==> config.mk <==
export PLATFORM = sky130hd
export DESIGN_NAME = id_ex_pipe_flat
export DESIGN_NICKNAME = d
export VERILOG_FILES = /design/src/rtl/id_ex_pipe_if.sv /design/src/rtl/id_ex_pipe.sv /design/src/flat_wrapper.sv
export SDC_FILE = /design/constraint.sdc
export NUM_CORES = 1
export LEC_CHECK = 0
export ABC_AREA = 1
export CORE_UTILIZATION = 56
export CTS_CLUSTER_SIZE = 20
export DETAILED_ROUTE_END_ITERATION = 7
export GPL_ROUTABILITY_DRIVEN = 0
export PLACE_DENSITY = 0.88
export SLEW_MARGIN = 20
export SYNTH_ARGS = -nofsm -noshare
export SYNTH_HDL_FRONTEND = slang
export SYNTH_SLANG_ARGS = --single-unit
==> constraint.sdc <==
create_clock -name clk_100MHz -period 3.7 [get_ports clk_100MHz]
set_clock_uncertainty 0.1 [all_clocks]
set_input_delay 0.37 -clock clk_100MHz [delete_from_list [all_inputs] [get_ports clk_100MHz]]
set_output_delay 0.37 -clock clk_100MHz [all_outputs]
set_load 0.1 [all_outputs]
==> src/rtl/id_ex_pipe_if.sv <==
// ID/EX stage bus: decode-side inputs, control requests,
// execute-side outputs and status.
interface id_ex_pipe_if #(
  parameter int XLEN    = 32,
  parameter int INST_W  = 32,
  parameter int RADDR_W = 5,
  parameter int CNT_W   = 16
);
  logic               in_valid_i;
  logic               in_ready_o;
  logic [INST_W-1:0]  inst_i;
  logic [XLEN-1:0]    inst_addr_i;
  logic [XLEN-1:0]    reg1_rdata_i;
  logic [XLEN-1:0]    reg2_rdata_i;
  logic               reg_we_i;
  logic [RADDR_W-1:0] reg_waddr_i;
  logic [XLEN-1:0]    op1_i;
  logic [XLEN-1:0]    op2_i;
  logic [XLEN-1:0]    op1_jump_i;
  logic [XLEN-1:0]    op2_jump_i;
  logic               hold_i;
  logic               flush_i;
  logic               out_ready_i;
  logic               out_valid_o;
  logic [INST_W-1:0]  inst_o;
  logic [XLEN-1:0]    inst_addr_o;
  logic [XLEN-1:0]    reg1_rdata_o;
  logic [XLEN-1:0]    reg2_rdata_o;
  logic               reg_we_o;
  logic [RADDR_W-1:0] reg_waddr_o;
  logic [XLEN-1:0]    op1_o;
  logic [XLEN-1:0]    op2_o;
  logic [XLEN-1:0]    op1_jump_o;
  logic [XLEN-1:0]    op2_jump_o;
  logic [1:0]         occupancy_o;
  logic [CNT_W-1:0]   stall_cnt_o;

  modport master (
    output in_valid_i, inst_i, inst_addr_i,
    output reg1_rdata_i, reg2_rdata_i,
    output reg_we_i, reg_waddr_i,
    output op1_i, op2_i, op1_jump_i, op2_jump_i,
    output hold_i, flush_i, out_ready_i,
    input  in_ready_o, out_valid_o,
    input  inst_o, inst_addr_o,
    input  reg1_rdata_o, reg2_rdata_o,
    input  reg_we_o, reg_waddr_o,
    input  op1_o, op2_o, op1_jump_o, op2_jump_o,
    input  occupancy_o, stall_cnt_o
  );

  modport slave (
    input  in_valid_i, inst_i, inst_addr_i,
    input  reg1_rdata_i, reg2_rdata_i,
    input  reg_we_i, reg_waddr_i,
    input  op1_i, op2_i, op1_jump_i, op2_jump_i,
    input  hold_i, flush_i, out_ready_i,
    output in_ready_o, out_valid_o,
    output inst_o, inst_addr_o,
    output reg1_rdata_o, reg2_rdata_o,
    output reg_we_o, reg_waddr_o,
    output op1_o, op2_o, op1_jump_o, op2_jump_o,
    output occupancy_o, stall_cnt_o
  );
endinterface

==> src/rtl/id_ex_pipe.sv <==
// ID/EX pipeline register with valid/ready handshake,
// 2-entry skid buffer, stall counter and flush.
module id_ex_pipe #(
  parameter int XLEN    = 32,
  parameter int INST_W  = 32,
  parameter int RADDR_W = 5,
  parameter logic [INST_W-1:0] NOP_INST = 32'h00000013,
  parameter int CNT_W   = 16
) (
  input  logic         clk_100MHz,
  input  logic         arst_n,
  id_ex_pipe_if.slave  bus
);

  typedef struct packed {
    logic [INST_W-1:0]  inst;
    logic [XLEN-1:0]    addr;
    logic [XLEN-1:0]    r1;
    logic [XLEN-1:0]    r2;
    logic               we;
    logic [RADDR_W-1:0] waddr;
    logic [XLEN-1:0]    op1;
    logic [XLEN-1:0]    op2;
    logic [XLEN-1:0]    j1;
    logic [XLEN-1:0]    j2;
  } pl_t;

  localparam int PW = $bits(pl_t);
  localparam pl_t BUBBLE =
    pl_t'({NOP_INST, {(PW-INST_W){1'b0}}});
  localparam logic [CNT_W-1:0] CNT_MAX = '1;

  pl_t              m_q;
  pl_t              s_q;
  logic             m_v;
  logic             s_v;
  logic [CNT_W-1:0] cnt_q;

  pl_t  in_pl;
  pl_t  out_pl;
  logic rdy;
  logic acc;
  logic take;
  logic do_flush;
  logic do_adv;
  logic do_skid;

  assign in_pl = {
    bus.inst_i, bus.inst_addr_i,
    bus.reg1_rdata_i, bus.reg2_rdata_i,
    bus.reg_we_i, bus.reg_waddr_i,
    bus.op1_i, bus.op2_i,
    bus.op1_jump_i, bus.op2_jump_i
  };

  assign rdy  = bus.out_ready_i & ~bus.hold_i;
  assign acc  = bus.in_valid_i & ~s_v;
  assign take = m_v & rdy;

  assign do_flush = bus.flush_i;
  assign do_adv   = ~bus.flush_i & (~m_v | take);
  assign do_skid  = ~bus.flush_i & m_v & ~take & acc;

  // Main/skid entry update: flush, advance, or absorb into skid
  always_ff @(posedge clk_100MHz or negedge arst_n) begin
    if (!arst_n) begin
      m_q <= BUBBLE;
      s_q <= BUBBLE;
      m_v <= 1'b0;
      s_v <= 1'b0;
    end else begin
      unique case (1'b1)
        do_flush: begin
          m_q <= BUBBLE;
          m_v <= 1'b0;
          s_v <= 1'b0;
        end
        do_adv: begin
          if (s_v) begin
            m_q <= s_q;
            m_v <= 1'b1;
            s_v <= 1'b0;
          end else if (acc) begin
            m_q <= in_pl;
            m_v <= 1'b1;
          end else begin
            m_q <= BUBBLE;
            m_v <= 1'b0;
          end
        end
        do_skid: begin
          s_q <= in_pl;
          s_v <= 1'b1;
        end
        default: ;
      endcase
    end
  end

  // Saturating count of cycles a valid output is stalled
  always_ff @(posedge clk_100MHz or negedge arst_n) begin
    if (!arst_n) begin
      cnt_q <= '0;
    end else if (m_v && !rdy && cnt_q != CNT_MAX) begin
      cnt_q <= cnt_q + 1'b1;
    end
  end

  assign out_pl = m_v ? m_q : BUBBLE;

  assign {
    bus.inst_o, bus.inst_addr_o,
    bus.reg1_rdata_o, bus.reg2_rdata_o,
    bus.reg_we_o, bus.reg_waddr_o,
    bus.op1_o, bus.op2_o,
    bus.op1_jump_o, bus.op2_jump_o
  } = out_pl;

  assign bus.out_valid_o = m_v;
  assign bus.in_ready_o  = ~s_v;
  assign bus.occupancy_o = {1'b0, m_v} + {1'b0, s_v};
  assign bus.stall_cnt_o = cnt_q;

endmodule

==> src/flat_wrapper.sv <==
// flat-port wrapper written by rule: the top's interface ports become plain ports
module id_ex_pipe_flat 
#(
  parameter int XLEN    = 32,
  parameter int INST_W  = 32,
  parameter int RADDR_W = 5,
  parameter logic [INST_W-1:0] NOP_INST = 32'h00000013,
  parameter int CNT_W   = 16
)
  (clk_100MHz, arst_n, bus_in_valid_i, bus_inst_i, bus_inst_addr_i, bus_reg1_rdata_i, bus_reg2_rdata_i, bus_reg_we_i, bus_reg_waddr_i, bus_op1_i, bus_op2_i, bus_op1_jump_i, bus_op2_jump_i, bus_hold_i, bus_flush_i, bus_out_ready_i, bus_in_ready_o, bus_out_valid_o, bus_inst_o, bus_inst_addr_o, bus_reg1_rdata_o, bus_reg2_rdata_o, bus_reg_we_o, bus_reg_waddr_o, bus_op1_o, bus_op2_o, bus_op1_jump_o, bus_op2_jump_o, bus_occupancy_o, bus_stall_cnt_o);
  id_ex_pipe_if #(.XLEN(XLEN), .INST_W(INST_W), .RADDR_W(RADDR_W), .CNT_W(CNT_W)) bus_i ();
  input  logic clk_100MHz;
  input  logic arst_n;
  input wire logic [$bits(bus_i.in_valid_i)-1:0] bus_in_valid_i;
  input wire logic [$bits(bus_i.inst_i)-1:0] bus_inst_i;
  input wire logic [$bits(bus_i.inst_addr_i)-1:0] bus_inst_addr_i;
  input wire logic [$bits(bus_i.reg1_rdata_i)-1:0] bus_reg1_rdata_i;
  input wire logic [$bits(bus_i.reg2_rdata_i)-1:0] bus_reg2_rdata_i;
  input wire logic [$bits(bus_i.reg_we_i)-1:0] bus_reg_we_i;
  input wire logic [$bits(bus_i.reg_waddr_i)-1:0] bus_reg_waddr_i;
  input wire logic [$bits(bus_i.op1_i)-1:0] bus_op1_i;
  input wire logic [$bits(bus_i.op2_i)-1:0] bus_op2_i;
  input wire logic [$bits(bus_i.op1_jump_i)-1:0] bus_op1_jump_i;
  input wire logic [$bits(bus_i.op2_jump_i)-1:0] bus_op2_jump_i;
  input wire logic [$bits(bus_i.hold_i)-1:0] bus_hold_i;
  input wire logic [$bits(bus_i.flush_i)-1:0] bus_flush_i;
  input wire logic [$bits(bus_i.out_ready_i)-1:0] bus_out_ready_i;
  output wire logic [$bits(bus_i.in_ready_o)-1:0] bus_in_ready_o;
  output wire logic [$bits(bus_i.out_valid_o)-1:0] bus_out_valid_o;
  output wire logic [$bits(bus_i.inst_o)-1:0] bus_inst_o;
  output wire logic [$bits(bus_i.inst_addr_o)-1:0] bus_inst_addr_o;
  output wire logic [$bits(bus_i.reg1_rdata_o)-1:0] bus_reg1_rdata_o;
  output wire logic [$bits(bus_i.reg2_rdata_o)-1:0] bus_reg2_rdata_o;
  output wire logic [$bits(bus_i.reg_we_o)-1:0] bus_reg_we_o;
  output wire logic [$bits(bus_i.reg_waddr_o)-1:0] bus_reg_waddr_o;
  output wire logic [$bits(bus_i.op1_o)-1:0] bus_op1_o;
  output wire logic [$bits(bus_i.op2_o)-1:0] bus_op2_o;
  output wire logic [$bits(bus_i.op1_jump_o)-1:0] bus_op1_jump_o;
  output wire logic [$bits(bus_i.op2_jump_o)-1:0] bus_op2_jump_o;
  output wire logic [$bits(bus_i.occupancy_o)-1:0] bus_occupancy_o;
  output wire logic [$bits(bus_i.stall_cnt_o)-1:0] bus_stall_cnt_o;
  assign bus_i.in_valid_i = bus_in_valid_i;
  assign bus_i.inst_i = bus_inst_i;
  assign bus_i.inst_addr_i = bus_inst_addr_i;
  assign bus_i.reg1_rdata_i = bus_reg1_rdata_i;
  assign bus_i.reg2_rdata_i = bus_reg2_rdata_i;
  assign bus_i.reg_we_i = bus_reg_we_i;
  assign bus_i.reg_waddr_i = bus_reg_waddr_i;
  assign bus_i.op1_i = bus_op1_i;
  assign bus_i.op2_i = bus_op2_i;
  assign bus_i.op1_jump_i = bus_op1_jump_i;
  assign bus_i.op2_jump_i = bus_op2_jump_i;
  assign bus_i.hold_i = bus_hold_i;
  assign bus_i.flush_i = bus_flush_i;
  assign bus_i.out_ready_i = bus_out_ready_i;
  assign bus_in_ready_o = bus_i.in_ready_o;
  assign bus_out_valid_o = bus_i.out_valid_o;
  assign bus_inst_o = bus_i.inst_o;
  assign bus_inst_addr_o = bus_i.inst_addr_o;
  assign bus_reg1_rdata_o = bus_i.reg1_rdata_o;
  assign bus_reg2_rdata_o = bus_i.reg2_rdata_o;
  assign bus_reg_we_o = bus_i.reg_we_o;
  assign bus_reg_waddr_o = bus_i.reg_waddr_o;
  assign bus_op1_o = bus_i.op1_o;
  assign bus_op2_o = bus_i.op2_o;
  assign bus_op1_jump_o = bus_i.op1_jump_o;
  assign bus_op2_jump_o = bus_i.op2_jump_o;
  assign bus_occupancy_o = bus_i.occupancy_o;
  assign bus_stall_cnt_o = bus_i.stall_cnt_o;
  id_ex_pipe #(.XLEN(XLEN), .INST_W(INST_W), .RADDR_W(RADDR_W), .NOP_INST(NOP_INST), .CNT_W(CNT_W)) u_core (.clk_100MHz(clk_100MHz), .arst_n(arst_n), .bus(bus_i));
endmodule
==> impl_results.md <==
- Cell mode on critical path: buf_4
- Leak: 18.92 nW
- Top Ports: 550
- Register Area: 0.01358 mm^2
- Reg-to-reg critical path startpoint: u_core.bus.out_valid_o
- Std cell rows: 78
- RSZ-0062 raised after global routing: false
- Final core utilization: 72.13%
- CTS clk-pin slew, worst paths: 0.07 ns
- Fillcell total: 3315
- Root Driver: clkbuf_16
- First-pass GRT wire length: 121300 um
- Final setup margin: 0.4810 ns
- Die Ht: 218.1 um
- RR Endpoint: u_core.m_q[158]
- Max stage delay on crit path: 0.79 ns
- Worst Path Arrival: 2.75 ns
- Worst-Margin Slew: 1.185 ns
- CP Capture Type: output pin
- Post-synthesis sequential area ratio: 51.87%
- Crit. Startpoint: u_core.bus.out_valid_o
- R2R depth: 5
- Post-CTS Setup Bufs: 0
- Cell count after synthesis: 3527
- Synth warnings: 0
- Initial core utilization: 57.16%
- Slew headroom: 20.97%
- # setup viols final: 0
- Area grow syn2layout: 26.18%
- Clock sink count: 542
- DR WL/cell: 16.76 um
- Max-cap violation count: 0
- Worst path depth: 4
- Worst-path fanout max: 57
- Tot GR Track Use: 31.93%
- Total CTS buffers: 54
- H-tree Lvls: 2
- Fin crit share: 87.00%
- Die Width: 218.1 um
- Multi-input gate area: 0.009490 mm^2
- Minimum hold slack: 0.2385 ns
- Largest delay share family, worst path: buffers and inverters
- Setup slack at placement: 0.8181 ns
- Core area: 0.04577 mm^2
- DR vias/cell: 5.394
- Slowest stage cell, crit path: dfrtp_4
- CP Data Required Time: 3.23 ns
- Cell Area, Synth: 0.02616 mm^2
- Largest net degree at the start of global routing: 194
- CTS tree: yes
- Via count: 24.75k
- Syn_nets: 3797
- Flop2flop setup slack: 0.91 ns
- Final WL: 76900 um
- Critical Path End: bus_inst_addr_o[29]
- Initial antenna violation count: 1
- Die area: 0.04759 mm^2
- Slew Limit Fails: 0
- Share of cells above drive strength 1: 10.58%
- Routed Antenna Nets: 0
- GRT Residual Overflow: 0
- Maximum vdd drop: 0.0005244 V
- Dpl hpwl: 48180 um
- Syn avg cell area: 7.418 um^2
- I/O Buffers: 549
- Vias in the first global route: 23.33k
- Clk Latency, worst-skew pair: 0.59 ns
- Run status: finished, final reports clean
- Critical-path cell list: buf_4 -> nand2_1 -> inv_1 -> buf_4
- PD cells: 499.7 mW/mm^2
- Buf/Inv on CP: 3
- Fmax: 310.7 MHz
- Nets: 4214
- Final Hold Viols: 0
- DR iter-0 viols: 2939
- Clock tree buffer depth: 3
- FF+latch count, synth: 542
- TNS Setup: 0 ns
- Worst min-delay path class: primary input to flop
- DRC: 0
- Startpoint types: flop
- Setup CP Type: flop to output pin
- Synth cell types: 29
- Min Tclk post-route: 3.219 ns
- Detailed Routing Iterations Pass 1: 8
worst min path at each step:
stage                         from                     end  slack (ns)  depth (start not counted)
CTS                   bus_op1_i[6]         u_core.s_q[102]        0.21                          3
detailed placement          arst_n         u_core.m_q[108]        0.34                          1
global placement            arst_n         u_core.m_q[108]        0.34                          1
floorplan                   arst_n  u_core.bus.out_valid_o       -0.03                          0
finish                bus_op1_i[6]         u_core.s_q[102]        0.24                          3
global route        bus_inst_i[24]         u_core.s_q[254]        0.24                          3
report_power, final:
group          switching (mW)  total (mW)  internal [mW]
clock network            2.36        5.64           3.28
logic                    2.35        3.40           1.05
registers               0.585        7.45           6.87
total                    5.30        16.5           11.2
registers in the layout, indices dropped and copies added, names as in the netlist:
register and count:
u_core.bus.out_valid_o 1, u_core.m_q 262, u_core.s_q 262, u_core.s_v 1
u_core.bus.stall_cnt_o 16
synthesized netlist by cell type, drive strengths merged:
cell type,count,area (um^2)
a21oi,4,20.02
buf,144,788.3
clkbuf,86,322.8
dfrtp,536,13410
dfstp,6,157.7
ha,2,25.02
inv,538,2022
nand2,1374,5177
nand3,267,1336
nand3b,2,15.01
nand4,5,31.28
nor2,22,100.1
o211ai,1,7.510
o21ai,531,2673
o221ai,1,8.760
or2,2,12.51
xnor2,4,35.03
xor2,2,17.52
worst register-to-register path, stage by stage, from the launching register on:
cell and delay [ns]:
dfrtp_4 0.79, nand2_8 0.30, nor2_4 0.31, buf_12 0.51, nand2_1 0.58, nand2_1 0.14
routing by layer:
metal  global-route usage (%)  part of all wire (%)
met5                        0                     0
met3                    5.247                   7.9
met4                    18.51                   5.8
met2                    49.89                    47
met1                    42.25                    40
area by class of cell:
type                            instances  share of cell area, %
Sequential cell                       542                  41.13
Multi-Input combinational cell       2217                  28.75
Timing Repair Buffer                  591                  16.18
Inverter                              538                  6.147
Clock buffer                           76                  4.840
Tap cell                              600                  2.274
Clock inverter                         23                 0.6708
Antenna cell                            2                0.01516
stage by stage:
step                      area, um^2  instances  power, mW
after floorplan                26160       3527      9.719
after global placement         31180       4487      10.75
after detailed placement       31180       4487      10.89
after CTS                      33010       4587      16.53
after global routing           33010       4588      17.17
final                          33010       4589      16.49
logic make-up after synthesis:
group | Yosys count | share of synthesized area (%)
XOR/XNOR | 6 | 0.2009
flip-flops | 542 | 51.87
AO/OA/AOI/OAI | 537 | 10.35
AND/OR/NAND/NOR | 1672 | 25.50
adder cells (fa/ha/maj) | 2 | 0.09563
buffers and inverters | 768 | 11.98
placed cells by master (no fill, tap or decap), drive strengths merged, types with 2 or more instances in the layout:
cell type      instances
nand2               1374
inv                  538
dfrtp                536
o21ai                531
buf                  308
clkdlybuf4s50        282
nand3                267
clkbuf                76
nor2                  22
clkinv                18
dfstp                  6
nand4                  5
a21oi                  4
xnor2                  4
bufinv                 4
diode                  2
or2                    2
nand3b                 2
xor2                   2
ha                     2
timing repair:
action	in CTS	in global routing
hold buffers	1	0
hold endpoints to repair	78	0
resized for setup	0	0
Power figures use the tool's default switching activity.
